`src/rtl/dbg_halt_sched.sv`:
```
// Debug halt scheduler: merges the debug module request with a bus-programmed timed halt window.
// Define DBG_HALT_SCHED_IRQ_EN to add irq_o and the CTRL.IE bit.
module dbg_halt_sched #(
  parameter int unsigned AckTimeout = 1024,
  parameter int unsigned CntWidth   = 32
) (
  input  logic        IO_CLK,
  input  logic        IO_RST_N,
  input  logic        req_i,
  input  logic        we_i,
  input  logic [3:0]  be_i,
  input  logic [31:0] addr_i,
  input  logic [31:0] wdata_i,
  output logic        rvalid_o,
  output logic [31:0] rdata_o,
  input  logic        dm_debug_req_i,
  input  logic        core_debug_mode_i,
`ifdef DBG_HALT_SCHED_IRQ_EN
  output logic        irq_o,
`endif
  output logic        debug_req_o
);

  // state | meaning
  // IDLE  | no window active
  // DELAY | counting down START before asserting debug_req
  // ASSERT| debug_req forced, waiting for the core to ack (bounded by AckTimeout)
  // HOLD  | core halted, counting down DURATION before release
  typedef enum logic [1:0] {
    ST_IDLE   = 2'd0,
    ST_DELAY  = 2'd1,
    ST_ASSERT = 2'd2,
    ST_HOLD   = 2'd3
  } state_e;

  localparam logic [CntWidth-1:0] AckLast = CntWidth'(AckTimeout - 1);

  state_e              state_q, state_d;
  logic [CntWidth-1:0] cnt_q, cnt_d;
  logic [CntWidth-1:0] start_q, start_d, duration_q, duration_d;
  logic                pass_dm_q, pass_dm_d, ie_q;
  logic                done_q, done_d, timeout_q, timeout_d;
  logic                rvalid_q, debug_req_q, debug_req_d;
  logic [31:0]         rdata_q, rdata_d, rd_val;
  logic                set_done, set_to;

  logic [1:0] reg_sel;
  logic       wr_en, wr_ctrl, wr_start, wr_dur, wr_stat, arm, abort;
  logic       unused_addr;

  assign reg_sel     = addr_i[3:2];
  assign unused_addr = ^{addr_i[31:4], addr_i[1:0]};
  assign wr_en       = req_i & we_i;
  assign wr_ctrl     = wr_en & (reg_sel == 2'd0) & be_i[0];
  assign wr_start    = wr_en & (reg_sel == 2'd1);
  assign wr_dur      = wr_en & (reg_sel == 2'd2);
  assign wr_stat     = wr_en & (reg_sel == 2'd3) & be_i[0];
  assign arm         = wr_ctrl & wdata_i[0];
  assign abort       = wr_ctrl & wdata_i[1];

  function automatic logic [CntWidth-1:0] merge_bytes(input logic [CntWidth-1:0] cur,
                                                      input logic [31:0] wd,
                                                      input logic [3:0] be);
    logic [31:0] ext;
    ext = 32'(cur);
    for (int b = 0; b < 4; b++) begin
      if (be[b]) ext[8*b +: 8] = wd[8*b +: 8];
    end
    return ext[CntWidth-1:0];
  endfunction

  always_comb begin
    rd_val = '0;
    case (reg_sel)
      2'd0:    rd_val = {28'b0, ie_q, pass_dm_q, 2'b00};
      2'd1:    rd_val = 32'(start_q);
      2'd2:    rd_val = 32'(duration_q);
      default: rd_val = {28'b0, timeout_q, done_q, state_q};
    endcase
  end

  always_comb begin
    state_d  = state_q;
    cnt_d    = cnt_q;
    set_done = 1'b0;
    set_to   = 1'b0;
    case (state_q)
      ST_IDLE: begin
        if (arm) begin
          state_d = ST_DELAY;
          cnt_d   = start_q;
        end
      end
      ST_DELAY: begin
        if (cnt_q == '0) begin
          state_d = ST_ASSERT;
          cnt_d   = '0;
        end else begin
          cnt_d = cnt_q - CntWidth'(1);
        end
      end
      ST_ASSERT: begin
        if (core_debug_mode_i) begin
          state_d = ST_HOLD;
          cnt_d   = duration_q;
        end else if (cnt_q == AckLast) begin
          state_d = ST_IDLE;
          set_to  = 1'b1;
        end else begin
          cnt_d = cnt_q + CntWidth'(1);
        end
      end
      ST_HOLD: begin
        if (cnt_q == '0) begin
          state_d  = ST_IDLE;
          set_done = 1'b1;
        end else begin
          cnt_d = cnt_q - CntWidth'(1);
        end
      end
      default: state_d = ST_IDLE;
    endcase
    // Abort overrides both arm and any completion in the same cycle.
    if (abort) begin
      state_d  = ST_IDLE;
      set_done = 1'b0;
      set_to   = 1'b0;
    end
  end

  always_comb begin
    start_d     = wr_start ? merge_bytes(start_q, wdata_i, be_i) : start_q;
    duration_d  = wr_dur ? merge_bytes(duration_q, wdata_i, be_i) : duration_q;
    pass_dm_d   = wr_ctrl ? wdata_i[2] : pass_dm_q;
    done_d      = (done_q & ~(wr_stat & wdata_i[2])) | set_done;
    timeout_d   = (timeout_q & ~(wr_stat & wdata_i[3])) | set_to;
    rdata_d     = (req_i & ~we_i) ? rd_val : 32'h0;
    debug_req_d = (pass_dm_q & dm_debug_req_i) | (state_q == ST_ASSERT) | (state_q == ST_HOLD);
  end

  always_ff @(posedge IO_CLK or negedge IO_RST_N) begin
    if (!IO_RST_N) begin
      state_q     <= ST_IDLE;
      cnt_q       <= '0;
      start_q     <= '0;
      duration_q  <= '0;
      pass_dm_q   <= 1'b1;
      done_q      <= 1'b0;
      timeout_q   <= 1'b0;
      rvalid_q    <= 1'b0;
      rdata_q     <= '0;
      debug_req_q <= 1'b0;
    end else begin
      state_q     <= state_d;
      cnt_q       <= cnt_d;
      start_q     <= start_d;
      duration_q  <= duration_d;
      pass_dm_q   <= pass_dm_d;
      done_q      <= done_d;
      timeout_q   <= timeout_d;
      rvalid_q    <= req_i;
      rdata_q     <= rdata_d;
      debug_req_q <= debug_req_d;
    end
  end

`ifdef DBG_HALT_SCHED_IRQ_EN
  logic irq_q;

  always_ff @(posedge IO_CLK or negedge IO_RST_N) begin
    if (!IO_RST_N) begin
      ie_q  <= 1'b0;
      irq_q <= 1'b0;
    end else begin
      if (wr_ctrl) ie_q <= wdata_i[3];
      irq_q <= ie_q & (done_q | timeout_q);
    end
  end

  assign irq_o = irq_q;
`else
  assign ie_q = 1'b0;
`endif

  assign rvalid_o    = rvalid_q;
  assign rdata_o     = rdata_q;
  assign debug_req_o = debug_req_q;

endmodule

```
`config.mk`:
```
export PLATFORM = sky130hd
export DESIGN_NAME = dbg_halt_sched
export DESIGN_NICKNAME = d
export VERILOG_FILES = /design/src/rtl/dbg_halt_sched.sv
export SDC_FILE = /design/constraint.sdc
export NUM_CORES = 1
export LEC_CHECK = 0
export ABC_AREA = 1
export BUFFER_PORTS_ARGS = -buffer_cell sky130_fd_sc_hd__buf_4
export CELL_PAD_IN_SITES_DETAIL_PLACEMENT = 1
export CELL_PAD_IN_SITES_GLOBAL_PLACEMENT = 1
export CORE_MARGIN = 4
export CORE_UTILIZATION = 45
export DETAILED_ROUTE_END_ITERATION = 10
export GPL_TIMING_DRIVEN = 0
export PLACE_DENSITY_LB_ADDON = 0.15
export SLEW_MARGIN = 10
export SYNTH_ARGS = -nofsm -noshare
export SYNTH_HDL_FRONTEND = slang
export SYNTH_SLANG_ARGS = --single-unit
```
`constraint.sdc`:
```
create_clock -name IO_CLK -period 3.46 [get_ports IO_CLK]
set_input_delay 0.346 -clock IO_CLK [delete_from_list [all_inputs] [get_ports IO_CLK]]
set_output_delay 0.346 -clock IO_CLK [all_outputs]
set_load 0.03 [all_outputs]
```
==> Word level (Yosys, flattened, before mapping) <==
Cells that the tools add are included.
{ "op_classes": {"n_addsub": 2, "eq_ne": 14, "mux": 22, "bitwise_logic": 22, "n_reduce_logical": 13} }
{ "op_table": {"columns": ["operator", "n"], "rows": [
  ["32-bit 2-to-1 mux", 6],
  ["32-bit one-hot mux with 4 select lines", 1],
  ["32-bit one-hot mux with 3 select lines", 1],
  ["32-bit by 1-bit adder with 32-bit output (second input constant)", 1],
  ["32-bit by 10-bit == test with 1-bit output (second input constant)", 1],
  ["32-bit logical NOT", 1],
  ["32-bit by 1-bit subtractor with 32-bit output (second input constant)", 1],
  ["2-bit AND reduction", 8],
  ["1-bit AND", 15],
  ["2-bit 2-to-1 mux", 6],
  ["3-bit inequality test (second input constant)", 4],
  ["2-bit == test (second input constant)", 4],
  ["2-bit one-hot mux with 4 select lines", 1],
  ["1-bit 2-to-1 mux", 7],
  ["2-bit by 1-bit == test with 1-bit output (second input constant)", 2],
  ["2-bit logical NOT", 2],
  ["2-bit inequality test (second input constant)", 2],
  ["4-bit inequality test (second input constant)", 1],
  ["1-bit OR", 4],
  ["4-bit AND reduction", 1],
  ["1-bit NOT", 3],
  ["3-bit AND reduction", 1]
]} }
{ "word_totals": {"register_bits": 135, "inputBits": 74, "out_inout_bits": 34} }

==> Depth between registers and ports, before layout <==
{ "depth": {"depth_word": 7, "ltp_mapped": 13, "depth_no_buf": 13} }

==> Worst setup path after synthesis <==
No wires, ideal clock.
{ "synth_path": {"kind": "reg-to-reg", "start": "register cnt_q[0]", "end": "register cnt_q[28]", "setup_time_ns": 0.116, "arrival_time_ns": 1.624, "required_time_ns": 3.344, "path_slack_ns": 1.720, "path_stages_with_launch": 14, "period_less_slack_ns": 1.740, "cell_sequence": "dfrtp_1 -> inv_1 -> ha_1 -> nand2_1 -> nor2_4 -> nand2_1 -> nor2_2 -> nand2_1 -> nand2_1 -> nand2_1 -> nand2_1 -> nand3_1 -> nand2_1 -> nand2_1"} }
{ "synth_via": {"elab_chain_len": 4, "elab_cells_between_ends": 12, "classes_between": "add/sub: 2; eq/ne: 3; mux: 5; reduce/logical: 2"} }
{ "synth_rtl": {"columns": ["element", "line", "text"], "rows": [
  ["from (decl)", "39", "logic [CntWidth-1:0] cnt_q, cnt_d;"],
  ["from (signal assigned)", "155", "cnt_q <= cnt_d;"],
  ["32-bit by 1-bit adder with 32-bit output", "110", "cnt_d = cnt_q + CntWidth'(1);"],
  ["32-bit 2-to-1 mux", "106", "end else if (cnt_q == AckLast) begin"],
  ["32-bit 2-to-1 mux", "103", "if (core_debug_mode_i) begin"],
  ["32-bit one-hot mux with 4 select lines", "87", "case (state_q)"]
]} }
Several ways; a longest one is shown, not always the timed one. The select of a mux whose other input is x is not followed.
A chain may end at the register's enable or synchronous reset.

==> Final worst setup path <==
{ "layout_path": {"start": "register state_q[1]", "end": "register cnt_q[11]"} }
{ "layout_via": {"elab_chain_len": 3, "elab_cells_between_ends": 9, "classes_between": "eq/ne: 6; mux: 1; reduce/logical: 2"} }
{ "layout_rtl": {"columns": ["element", "line", "text"], "rows": [
  ["from (decl)", "38", "state_e state_q, state_d;"],
  ["from (signal assigned)", "154", "state_q <= state_d;"],
  ["2-bit == test or 2-bit logical NOT (tied branches)", "87", null],
  ["3-bit inequality test (no source line) or 2-bit inequality test (tied branches)", null, null],
  ["3-bit AND reduction (no source line)", null, null]
]} }
Several ways; a longest one is shown, not always the timed one.

==> results.sh <==
export IMPL_grt_pass1_vias=8817
export IMPL_first_pass_iters=5
export IMPL_boundaryPins=108
export IMPL_gp_congestion=0.956
export IMPL_initial_core_util_pct=46.1
export IMPL_crit_type="flip-flop to flip-flop"
export IMPL_status="finished, final reports clean"
export IMPL_synth_edf_count=0
export IMPL_async_flop_share_pct=100
export IMPL_relSlewSlack_pct=54.2
export IMPL_syn_nets=1310
export IMPL_clk_pin_slew_worst_paths_ns=0.06
export IMPL_viasPerCell=5.53
export IMPL_cts_root_buffer="clkbuf_16"
export IMPL_r2r_cells=10
export IMPL_crit_path_max_fanout=10
export IMPL_cp_required_ns=3.82
export IMPL_ys_types=39
export IMPL_insertedDiodeCount=0
export IMPL_clock_latency_ns=0.43
export IMPL_cts_tree="built"
export IMPL_avgSynthCellArea_sq_um=6.78
export IMPL_clock_path_buffers=2
export IMPL_vias=8684
export IMPL_synth_area_top_cells="dfrtp_1 40%, nand2_1 19%, nand3_1 8.0%"
export IMPL_drive_above_1_share_pct=13.9
export IMPL_powerDensity_nw_per_um2=762
export IMPL_grt_pass1_wl_mm=49.3
export IMPL_worst_pin_slew_ns=0.686
export IMPL_ys_ff_latch=135
export IMPL_ant_nets=0
export IMPL_htree_levels=4
export IMPL_clock_skew_ns=0.00745
export IMPL_route_detailed_drc=0
export IMPL_yosysTopAreaCell="dfrtp_1"
export IMPL_num_rows=49
export IMPL_netlist_area_sq_um=8360
export IMPL_setup_viol=0
export IMPL_hold_viol=0
export IMPL_power_leakage_nw=4.82
export IMPL_period_minus_slack_ns=2.34
export IMPL_r2r_end="cnt_q[11]$_DFFE_PN0P_"
export IMPL_drv_cap=0
export IMPL_nNetsFinal=1405
export IMPL_track_usage_pct=31.1
export IMPL_cp_arrival_ns=2.70
export IMPL_timing_rr_start="state_q[1]$_DFFE_PN0P_"
export IMPL_syn_to_final_growth_pct=17.1
export IMPL_antenna_found_initial=0
export IMPL_cp_start_kind="flip-flop"
export IMPL_grt_max_degree=77
export IMPL_clock_sinks=135
export IMPL_finalSetupTns_ns=0
export IMPL_ys_warn_count=0
export IMPL_die_h_um=144
export IMPL_irDropWorstVdd_v=0.000366
export IMPL_coreArea_sq_um=18100
export IMPL_syn_inst=1233
export IMPL_fmax_ghz=0.428
export IMPL_period_share_pct=67.6
export IMPL_rsz0062_at_grt="no"
export IMPL_power_total_mw=7.46
export IMPL_layout_common_cells="420 x nand2_1, 152 x nor2_1, 134 x nand3_1, 134 x dfrtp_1, 98 x inv_1"
export IMPL_overflow=0
export IMPL_min_from="req_i"
export IMPL_numCtsBuffers=17
export IMPL_drt_iter0_drc=665
export IMPL_min_path_type="primary input to flip-flop"
export IMPL_totalWireLength_mm=31.4
export IMPL_fp_dieW_um=144
export IMPL_ff2ff_setup_slack_ns=1.12
export IMPL_dp_hpwl_mm=24.1
export IMPL_routedWlPerCell_um=20.0
export IMPL_synth_top_area_share_pct=40.1
export IMPL_synth_flop_cell="dfrtp_1"
export IMPL_die_area_sq_um=20800
export IMPL_post_cts_buffers=0
export IMPL_slew_violations=0
export IMPL_portBuffers=74
export IMPL_min_path_cells=1
export IMPL_mostFrequentLayoutCell="nand2_1"
export IMPL_seq_area_frac_synth_pct=40.4
export IMPL_min_to="rvalid_o$_DFF_PN0_"
export IMPL_worst_setup_path_end_kind="flip-flop"
==> where the power goes <==
| group | internal (mW) | switching (mW) | total (mW) |
|---|---|---|---|
| registers | 1.93 | 0.386 | 2.32 |
| clock network | 0.934 | 0.783 | 1.72 |
| logic | 1.10 | 2.32 | 3.42 |
| total | 3.96 | 3.49 | 7.46 |
==> metal layers <==
layer	routed length [um]	track usage, %	up-vias
li1	-	-	4102
met1	14300	45.1	4218
met2	14200	48.3	304
met3	2140	5.06	60
met4	698	8.69	0
met5	0	0	-
==> how the worst max path moves through the flow <==
stage	from	to	slack, ns	cells past startpoint
2_1_floorplan	cnt_q[0]$_DFFE_PN0P_	cnt_q[28]$_DFFE_PN0P_	1.72	13
3_3_place_gp	core_debug_mode_i	cnt_q[11]$_DFFE_PN0P_	1.12	10
3_5_place_dp	core_debug_mode_i	cnt_q[11]$_DFFE_PN0P_	1.10	10
4_1_cts	cnt_q[0]$_DFFE_PN0P_	cnt_q[30]$_DFFE_PN0P_	1.22	11
5_1_grt	cnt_q[0]$_DFFE_PN0P_	cnt_q[30]$_DFFE_PN0P_	1.01	11
6_report	state_q[1]$_DFFE_PN0P_	cnt_q[11]$_DFFE_PN0P_	1.12	10
==> worst max-delay path, cell delays in order, from the launching register on <==
cell and delay [ns]:
dfrtp_1 0.42, inv_1 0.17, nor2_2 0.07, nand2_1 0.43
inv_1 0.26, nand3_2 0.20, nand2_4 0.11, buf_4 0.20
nor2_1 0.26, nand2_1 0.09, nand2_1 0.06
==> Yosys cell counts, types with 2 or more instances <==
cell type / instances
buf_6: 7
buf_4: 5
clkinv_1: 2
clkbuf_1: 29
nand3_2: 2
inv_2: 4
inv_1: 98
xnor2_1: 2
o22ai_1: 2
nand4_1: 12
nor2_2: 18
buf_1: 2
buf_2: 18
o21ai_2: 5
o21ai_0: 89
xor2_1: 21
o211ai_1: 7
nand2_1: 420
a21oi_1: 33
nor2_1: 152
dfrtp_1: 134
ha_1: 3
nor2_4: 11
nand3_1: 134
nand3b_1: 3
nor3_1: 2
nand2_2: 6
==> timing repair <==
action,in CTS,in global routing
resized for setup,0,0
endpoints found under the setup margin,0,0
hold buffers,1,0
hold endpoints to repair,59,0
==> final cells by class <==
cell class	count	area, sq um
fillers	2394	8360
multi-input cells	932	4260
flip-flops and latches	135	3380
repair buffers	76	597
clock buffers	18	429
inverters	104	390
plain buffers	62	328
well taps	229	287
clock inverters	14	116
==> state kept, by name (all words and copies together) (netlist names) <==
signal / cells
cnt_q: 32
duration_q: 32
rdata_o: 32
start_q: 32
state_q: 2
debug_req_o: 1
done_q: 1
pass_dm_q: 1
rvalid_o: 1
timeout_q: 1
==> logic make-up (layout without fill, tap and decap cells) <==
family          after synthesis  after routing  share of synthesized area, %
fa+ha+maj                     3              3                         0.449
simple gates                761            761                          38.6
flops                       135            135                          40.4
buf+inv                     166            274                          8.59
compound gates              145            145                          9.49
xor+xnor                     23             23                          2.41
==> metrics by stage <==
stage / area (sq um) / setup slack, ns / util (%) / cells / hold WS [ns]
3_3_place_gp: 9200 / 1.12 / 50.7 / 1536 / 0.471
6_report: 9790 / 1.12 / 53.9 / 1570 / 0.0466
5_1_grt: 9790 / 1.01 / 53.9 / 1570 / 0.0376
3_5_place_dp: 9230 / 1.10 / 50.9 / 1537 / 0.348
4_1_cts: 9790 / 1.22 / 53.9 / 1570 / 0.0364
2_1_floorplan: 8360 / 1.72 / - / 1233 / 0.0504
Power figures use the tool's default switching activity.
